<file path="config.mk">
export PLATFORM = sky130hd
export DESIGN_NAME = muldiv_unit
export DESIGN_NICKNAME = d
export VERILOG_FILES = /design/src/rtl/muldiv_unit.sv
export SDC_FILE = /design/constraint.sdc
export NUM_CORES = 1
export LEC_CHECK = 0
export CAP_MARGIN = 20
export CORE_AREA = 2 2 202 145
export DETAILED_ROUTE_END_ITERATION = 16
export DIE_AREA = 0 0 204 147
export PLACE_DENSITY = 0.78
export SLEW_MARGIN = 10
export SYNTH_ARGS = -nofsm -noshare
export SYNTH_HDL_FRONTEND = slang
export SYNTH_SLANG_ARGS = --single-unit
</file>
<file path="constraint.sdc">
create_clock -name clk -period 3.45 [get_ports clk]
set_clock_uncertainty 0.1 [all_clocks]
set_input_delay 0.69 -clock clk [delete_from_list [all_inputs] [get_ports clk]]
set_output_delay 0.69 -clock clk [all_outputs]
set_load 0.005 [all_outputs]
</file>
<file path="src/rtl/muldiv_unit.sv">
// muldiv_unit: iterative RV32M multiply/divide unit (shift-add multiply, restoring divide, one bit per cycle)
//   clk, rst          : clock and synchronous active-high reset
//   start, func3      : request and M-op select, sampled in IDLE or DONE
//   flush             : abandons any operation in progress
//   rs1, rs2          : operands A and B
//   busy, done, result: iterating, one-cycle completion pulse, held result
//   MULDIV_FAST_MUL_EN: when defined, multiplies use a single-cycle combinational multiplier
module muldiv_unit #(
    parameter int XLEN = 32
) (
    input  logic            clk,
    input  logic            rst,
    input  logic            start,
    input  logic            flush,
    input  logic [2:0]      func3,
    input  logic [XLEN-1:0] rs1,
    input  logic [XLEN-1:0] rs2,
    output logic            busy,
    output logic            done,
    output logic [XLEN-1:0] result
);
    localparam int CW = $clog2(XLEN);
    typedef enum logic [1:0] {IDLE, CALC, FIX, DONE} state_t;
    state_t state_q, state_d;
    logic [2*XLEN-1:0] acc_q, acc_d, mstep, dstep, prod;
    logic [XLEN-1:0] opd_q, opd_d, res_q, res_d, ma, mb, qv, rv, dif, fin;
    logic [CW-1:0] cnt_q, cnt_d;
    logic [2:0] f3_q, f3_d;
    logic sq_q, sq_d, sr_q, sr_d;
    logic sa, sb, na, nb, dz, ovf, accept, ge;
    logic [XLEN:0] sum, sh;

    assign sa = func3[2] ? ~func3[0] : func3[0] ^ func3[1];
    assign sb = func3[2] ? ~func3[0] : func3[1:0] == 2'b01;
    assign na = sa & rs1[XLEN-1];
    assign nb = sb & rs2[XLEN-1];
    assign ma = na ? -rs1 : rs1;
    assign mb = nb ? -rs2 : rs2;
    assign dz = func3[2] & ~|rs2;
    assign ovf = func3[2] & ~func3[0] & (rs1 == {1'b1, {(XLEN-1){1'b0}}}) & (&rs2);
    assign accept = start & (state_q == IDLE || state_q == DONE);

    // multiply: add the multiplicand into the upper half when the multiplier LSB is set, then shift right
    assign sum = {1'b0, acc_q[2*XLEN-1:XLEN]} + (acc_q[0] ? {1'b0, opd_q} : '0);
    assign mstep = {sum, acc_q[XLEN-1:1]};
    // divide: shift the next dividend bit into the remainder, subtract the divisor when it fits
    assign sh = {acc_q[2*XLEN-1:XLEN], acc_q[XLEN-1]};
    assign ge = sh >= {1'b0, opd_q};
    assign dif = sh[XLEN-1:0] - opd_q;
    assign dstep = {ge ? dif : sh[XLEN-1:0], acc_q[XLEN-2:0], ge};

    // sign fix-up: the product is negated over its full width before the half is selected
    assign prod = sq_q ? -acc_q : acc_q;
    assign qv = sq_q ? -acc_q[XLEN-1:0] : acc_q[XLEN-1:0];
    assign rv = sr_q ? -acc_q[2*XLEN-1:XLEN] : acc_q[2*XLEN-1:XLEN];
    assign fin = ~f3_q[2] ? (f3_q[1:0] == 2'b00 ? prod[XLEN-1:0] : prod[2*XLEN-1:XLEN])
                          : (f3_q[1] ? rv : qv);

`ifdef MULDIV_FAST_MUL_EN
    logic [2*XLEN-1:0] fp;
    // sign-extended operands make the low 2*XLEN bits of an unsigned product the signed product
    assign fp = {{XLEN{na}}, rs1} * {{XLEN{nb}}, rs2};
`endif

    always_comb begin
        state_d = state_q;
        acc_d = acc_q;
        opd_d = opd_q;
        res_d = res_q;
        cnt_d = cnt_q;
        f3_d = f3_q;
        sq_d = sq_q;
        sr_d = sr_q;
        if (flush) begin
            state_d = IDLE;
        end else if (accept) begin
            f3_d = func3;
            opd_d = func3[2] ? mb : ma;
            acc_d = {{XLEN{1'b0}}, func3[2] ? ma : mb};
            sq_d = na ^ nb;
            sr_d = na;
            cnt_d = CW'(XLEN - 1);
            state_d = CALC;
            if (dz | ovf) begin
                // quotient preloaded in the low half, remainder in the high half
                acc_d = dz ? {rs1, {XLEN{1'b1}}} : {{XLEN{1'b0}}, rs1};
                sq_d = 1'b0;
                sr_d = 1'b0;
                state_d = FIX;
            end
`ifdef MULDIV_FAST_MUL_EN
            if (~func3[2]) begin
                acc_d = fp;
                sq_d = 1'b0;
                state_d = FIX;
            end
`endif
        end else if (state_q == CALC) begin
            acc_d = f3_q[2] ? dstep : mstep;
            cnt_d = cnt_q - 1'b1;
            state_d = cnt_q == '0 ? FIX : CALC;
        end else if (state_q == FIX) begin
            res_d = fin;
            state_d = DONE;
        end else if (state_q == DONE) begin
            state_d = IDLE;
        end
    end

    always_ff @(posedge clk) begin
        if (rst) begin
            state_q <= IDLE;
            acc_q <= '0;
            opd_q <= '0;
            res_q <= '0;
            cnt_q <= '0;
            f3_q <= '0;
            sq_q <= 1'b0;
            sr_q <= 1'b0;
        end else begin
            state_q <= state_d;
            acc_q <= acc_d;
            opd_q <= opd_d;
            res_q <= res_d;
            cnt_q <= cnt_d;
            f3_q <= f3_d;
            sq_q <= sq_d;
            sr_q <= sr_d;
        end
    end

    assign busy = state_q == CALC;
    assign done = state_q == DONE;
    assign result = res_q;
endmodule

</file>
Yosys cells after proc, flatten, opt, wreduce, memory -nomap -nowiden. Index checks and enable logic that the tools add are counted.

Input port bits: 71. Register bits after elaboration: 140. Word-level logic and storage cells: 78. Output and inout bits: 34.

Bitwise gates (word level): 14. Multiplexer cells: 29. Add/subtract/negate cells: 8. Reductions and logical operators: 13. $lt $le $gt $ge: 1. Equal/unequal tests: 5.

Operators by type and width (number): 64-bit 2-to-1 mux (6); 32-bit 2-to-1 mux (11); 32-bit negator (4); 64-bit negator (1); 32-bit by 32-bit adder with 33-bit output (1); 33-bit by 32-bit >= comparator with 1-bit output (1); 32-bit == test (second input constant) (1); 32-bit AND reduction (1); 32-bit OR reduction (1); 32-bit subtractor (1); 2-bit 2-to-1 mux (6); 5-bit 2-to-1 mux (2); 1-bit bitwise AND (7); 5-bit logical NOT (1); 5-bit by 1-bit subtractor with 5-bit output (second input constant) (1); 2-bit by 1-bit == test with 1-bit output (second input constant) (2); 2-bit == test (second input constant) (2); 2-bit logical NOT (2); 1-bit 2-to-1 mux (4); 1-bit inverter (4); 2-bit AND reduction (2); 4-bit AND reduction (1); 4-bit nonzero test (1); 2-bit nonzero test (1); 5 further kinds (6).

Logic depth before layout (Yosys ltp).
Word-level depth: 7. Mapped depth: 15. Depth with buffers taken out: 13.

Worst setup path before layout. Ideal clock, no wire load.

Kind: flip-flop to flip-flop. Start: reg acc_q[0]. End: reg acc_q[61]. Data arrival time: 3.384 ns. Stages on the path, launching flop included: 15. Setup time: 0.122 ns. Slack: -0.156 ns. Path buffers: 2. Data required time: 3.228 ns. Period minus slack after synthesis: 3.606 ns. Cell sequence: dfxtp_1 -> clkbuf_1 -> inv_1 -> buf_1 -> nor2_1 -> ha_1 -> a21o_1 -> a221oi_1 -> a311oi_1 -> o31a_1 -> a31o_2 -> nand3_1 -> o21ai_0 -> xor2_1 -> a221o_1.

Word-level cells in the longest chain between the ends: 5.

Ends and longest elaborated chain: start: declaration (line 25) `logic [2*XLEN-1:0] acc_q, acc_d, mstep, dstep, prod;`; start signal: assignment (line 113) `acc_q <= '0;`; start signal: assignment (line 122) `acc_q <= acc_d;`; 32-bit 2-to-1 mux (line 44) `assign sum = {1'b0, acc_q[2*XLEN-1:XLEN]} + (acc_q[0] ? {1'b0, opd_q} : '0);`; 32-bit by 32-bit adder with 33-bit output (line 44); 64-bit 2-to-1 mux (line 99) `acc_d = f3_q[2] ? dstep : mstep;`; 64-bit 2-to-1 mux (line 98) `end else if (state_q == CALC) begin`; 64-bit 2-to-1 mux (line 76) `end else if (accept) begin`.

Every way passes these cells. The select of a mux whose other input is x is not followed. A chain may end at the register's enable or synchronous reset.

Final worst setup path.
Start: reg acc_q[0]. End: reg acc_q[59].

The elaborated chain is that of the path after synthesis.

==> metrics.md <==
| Metric | Value |
|---|---|
| Status | `finished, violations left` |
| Failing checks | `setup timing` |
| WP data required | `3.68 ns` |
| Largest family of logic cells by synthesized area | `compound AO/OA/AOI/OAI gates` |
| Post-synthesis compound-gate area fraction | `0.3051` |
| Layout cells sized above 1 | `0.1975` |
| Congestion Overflow GR | `0` |
| Core area | `around 0.028 mm2` |
| Vias per inst | `6.519` |
| Initial antenna violation count | `2` |
| Overall Power | `7.071 mW` |
| Fillcell total | `roughly 2,500` |
| Post-synthesis register bit count | `140` |
| TritonCTS clock tree | `built` |
| H-tree Lvls | `4` |
| DRC | `0` |
| Mean post-synth cell area | `roughly 7 um2` |
| Cells after Synth | `slightly above 2,000` |
| Max clock buf depth | `2` |
| IO Port Bufs | `~100` |
| Worst min path class | `reg -> reg` |
| Starting density of the core | `0.5183` |
| Die Wd | `around 200 um` |
| Final hold viol count | `0` |
| First-pass GRT wire length | `approximately 100,000 um` |
| Die area | `0.02999 mm2` |
| Maximum VDD drop | `0.3369 mV` |
| CP cell instances | `and2_4 -> ha_4 -> fa_2 -> a21o_1 -> a221oi_2 -> buf_4 -> a311oi_4 -> o31a_1 -> a31o_4 -> a31oi_1 -> buf_4 -> nor4_4 -> a41oi_2 -> a311oi_1` |
| GRT Overall Usage | `0.4319` |
| Slew Limit Fails | `0` |
| Delay of the slowest critical-path stage | `around 0.38 ns` |
| Unrepaired setup endpoints after global routing | `true` |
| Max-slew headroom | `0.4938` |
| Asr flop ratio synth | `0` |
| Post-synthesis simple-gate area fraction | `0.2178` |
| Pre-CTS setup slack | `-0.6190 ns` |
| Crit path launch type | `flip-flop` |
| Row count | `52` |
| N_diodes | `0` |
| Pwr per Cell Area | `about 370 mW/mm2` |
| Worst Slack Setup Final | `-0.01150 ns` |
| Layout Nets | `approximately 2,500` |
| P&R area growth vs syn | `31.06%` |
| Leak pwr | `~7.7 nW` |
| Mapped cell area | `0.01464 mm2` |
| WHS | `between 0.3 and 0.4 ns` |
| Slowest-stage cell, CP | `fa_2` |
| Post-DR wirelength/cell | `approximately 24 um` |
| Placed inst area | `0.01812 mm2` |
| # IOs | `105` |
| Routed via count | `~18,000` |
| Worst Setup End Kind | `flip-flop` |
| Seq/Total Area, Yosys | `0.1915` |
| CTS clk-pin slew, worst paths | `~0.070 ns` |
| Root Driver | `clkbuf_16` |
| Most common cell on crit path | `buf_4` |
| Peak Freq | `between 0.2 and 0.3 GHz` |
| WP data arrival | `about 3.7 ns` |
| Worst path bufs/invs | `2` |
| Ys flop type | `dfxtp_1` |
| Yosys warns | `0` |
| Final instance area | `0.01918 mm2` |
| Cell family with most CP delay | `compound AO/OA/AOI/OAI gates` |
| Clock sink count | `140` |
| Most common cell after layout, fill and taps aside | `buf_4` |
| Max-Cap Viols | `0` |
| WL final | `about 67,000 um` |
| Dpl cells | `between 2,000 and 3,000` |
| Tmin final | `approximately 3.5 ns` |
| Final instance count without filler cells | `between 2,000 and 3,000` |
| XOR/XNOR share of the synthesized area | `0.1161` |
| Largest net degree at the start of global routing | `71` |
| Placer congestion estimate | `about 1.1` |
| Crit Path Category | `reg -> reg` |
| EDFF count, synth | `0` |
| CTS buffer count | `17` |
| Setup TNS | `-0.01865 ns` |
| Vias in the first global route | `16,530` |
| Most frequent cells in the layout | `buf_4, nor2_1, nand2_1` |
| Setup violations, final | `2` |
| Post-synthesis adder-cell area fraction | `0.06600` |
| Die Height | `around 150 um` |
| Synthesized Nets | `between 2,000 and 2,500` |
| Proportion of synthesized area in mux cells | `0.04292` |
| Hpwl dp | `about 52,000 um` |
| Number of DRC markers in iteration 0 | `2,618` |
| Crit-path max FO | `4` |
| Drt pass-1 iters | `7` |
| Worst slew pin tran | `about 0.76 ns` |
| Core Util, Final | `0.6793` |
| Cell variety after synth | `85` |
| Clk_lat worst skew | `between 0.4 and 0.5 ns` |
| Fin crit share | `1.003` |
| Antenna viol nets, final | `0` |
-- layer usage --
metal	wire length, um	up-vias	GRT usage
li1	-	8177	-
met1	26980	8400	0.5918
met2	27490	1202	0.6323
met3	8610	228	0.1120
met4	3473	4	0.2000
met5	59	-	0
-- cell usage after synthesis (27+ instances only) --
| master | number | share of area |
|---|---|---|
| dfxtp_1 | 140 | 0.19 |
| o31ai_1 | 34 | 0.017 |
| nor3_1 | 55 | 0.019 |
| nand2_1 | 217 | 0.056 |
| ha_1 | 74 | 0.063 |
| nor2_1 | 222 | 0.057 |
| a211oi_1 | 55 | 0.028 |
| mux2i_1 | 56 | 0.038 |
| clkbuf_1 | 129 | 0.033 |
| a21oi_1 | 202 | 0.069 |
| o21ai_0 | 136 | 0.047 |
| inv_1 | 70 | 0.018 |
| xnor2_1 | 110 | 0.066 |
| nand4_1 | 29 | 0.012 |
| o211ai_1 | 37 | 0.019 |
| xor2_1 | 84 | 0.050 |
| a21o_1 | 27 | 0.014 |
| nand3_1 | 31 | 0.011 |
| a221oi_1 | 28 | 0.017 |
-- sequential cells by signal (all words and copies together) (netlist names) --
name     cells
cnt_q        5
result      32
sq_q         1
f3_q         3
state_q      2
acc_q       64
sr_q         1
opd_q       32
-- final timing paths --
path              start          to  slack [ns]  cells after the start
max            acc_q[0]   acc_q[59]       -0.01                     14
min reg2reg  result[25]  result[25]        0.35                      2
min          result[25]  result[25]        0.35                      2
max reg2reg    acc_q[0]   acc_q[59]       -0.01                     14
-- final cells by class --
type	instances	area, um2	area share
multi-input cells	1699	11300	0.5892
repair buffers	443	3761	0.1961
flip-flops and latches	140	2820	0.1470
well taps	378	473.0	0.02466
clock buffers	17	425.4	0.02218
inverters	71	271.5	0.01416
clock inverters	15	128.9	0.006719
-- worst reg2reg max path, cell delays in order, from the launching register on --
cell and delay, ns:
dfxtp_4 0.37, and2_4 0.15, ha_4 0.16, fa_2 0.38, a21o_1 0.21, a221oi_2 0.32, buf_4 0.19, a311oi_4 0.12
o31a_1 0.36, a31o_4 0.30, a31oi_1 0.14, buf_4 0.17, nor4_4 0.04, a41oi_2 0.21, a311oi_1 0.12
-- repair_timing --
| item | 4_1_cts | 5_1_grt |
|---|---|---|
| buffers inserted | 2 | 12 |
| hold buffers | 0 | 0 |
| resized for setup | 9 | 74 |
| gates cloned | 0 | 2 |
| endpoints found under the setup margin | 35 | 70 |
| pin swaps | 9 | 32 |
-- logic make-up (layout without fill, tap and decap cells) --
family,Yosys count,in the layout
adder cells (fa/ha/maj),76,76
buffers and inverters,227,546
flip-flops,140,140
multiplexers,62,62
XOR/XNOR,194,194
AND/OR/NAND/NOR,682,682
AO/OA/AOI/OAI,685,685
-- power breakdown --
group / internal, mW / switching (mW)
logic: 1.38 / 2.01
registers: 1.71 / 0.118
clock network: 0.945 / 0.908
(Power assumes the default switching activity.)
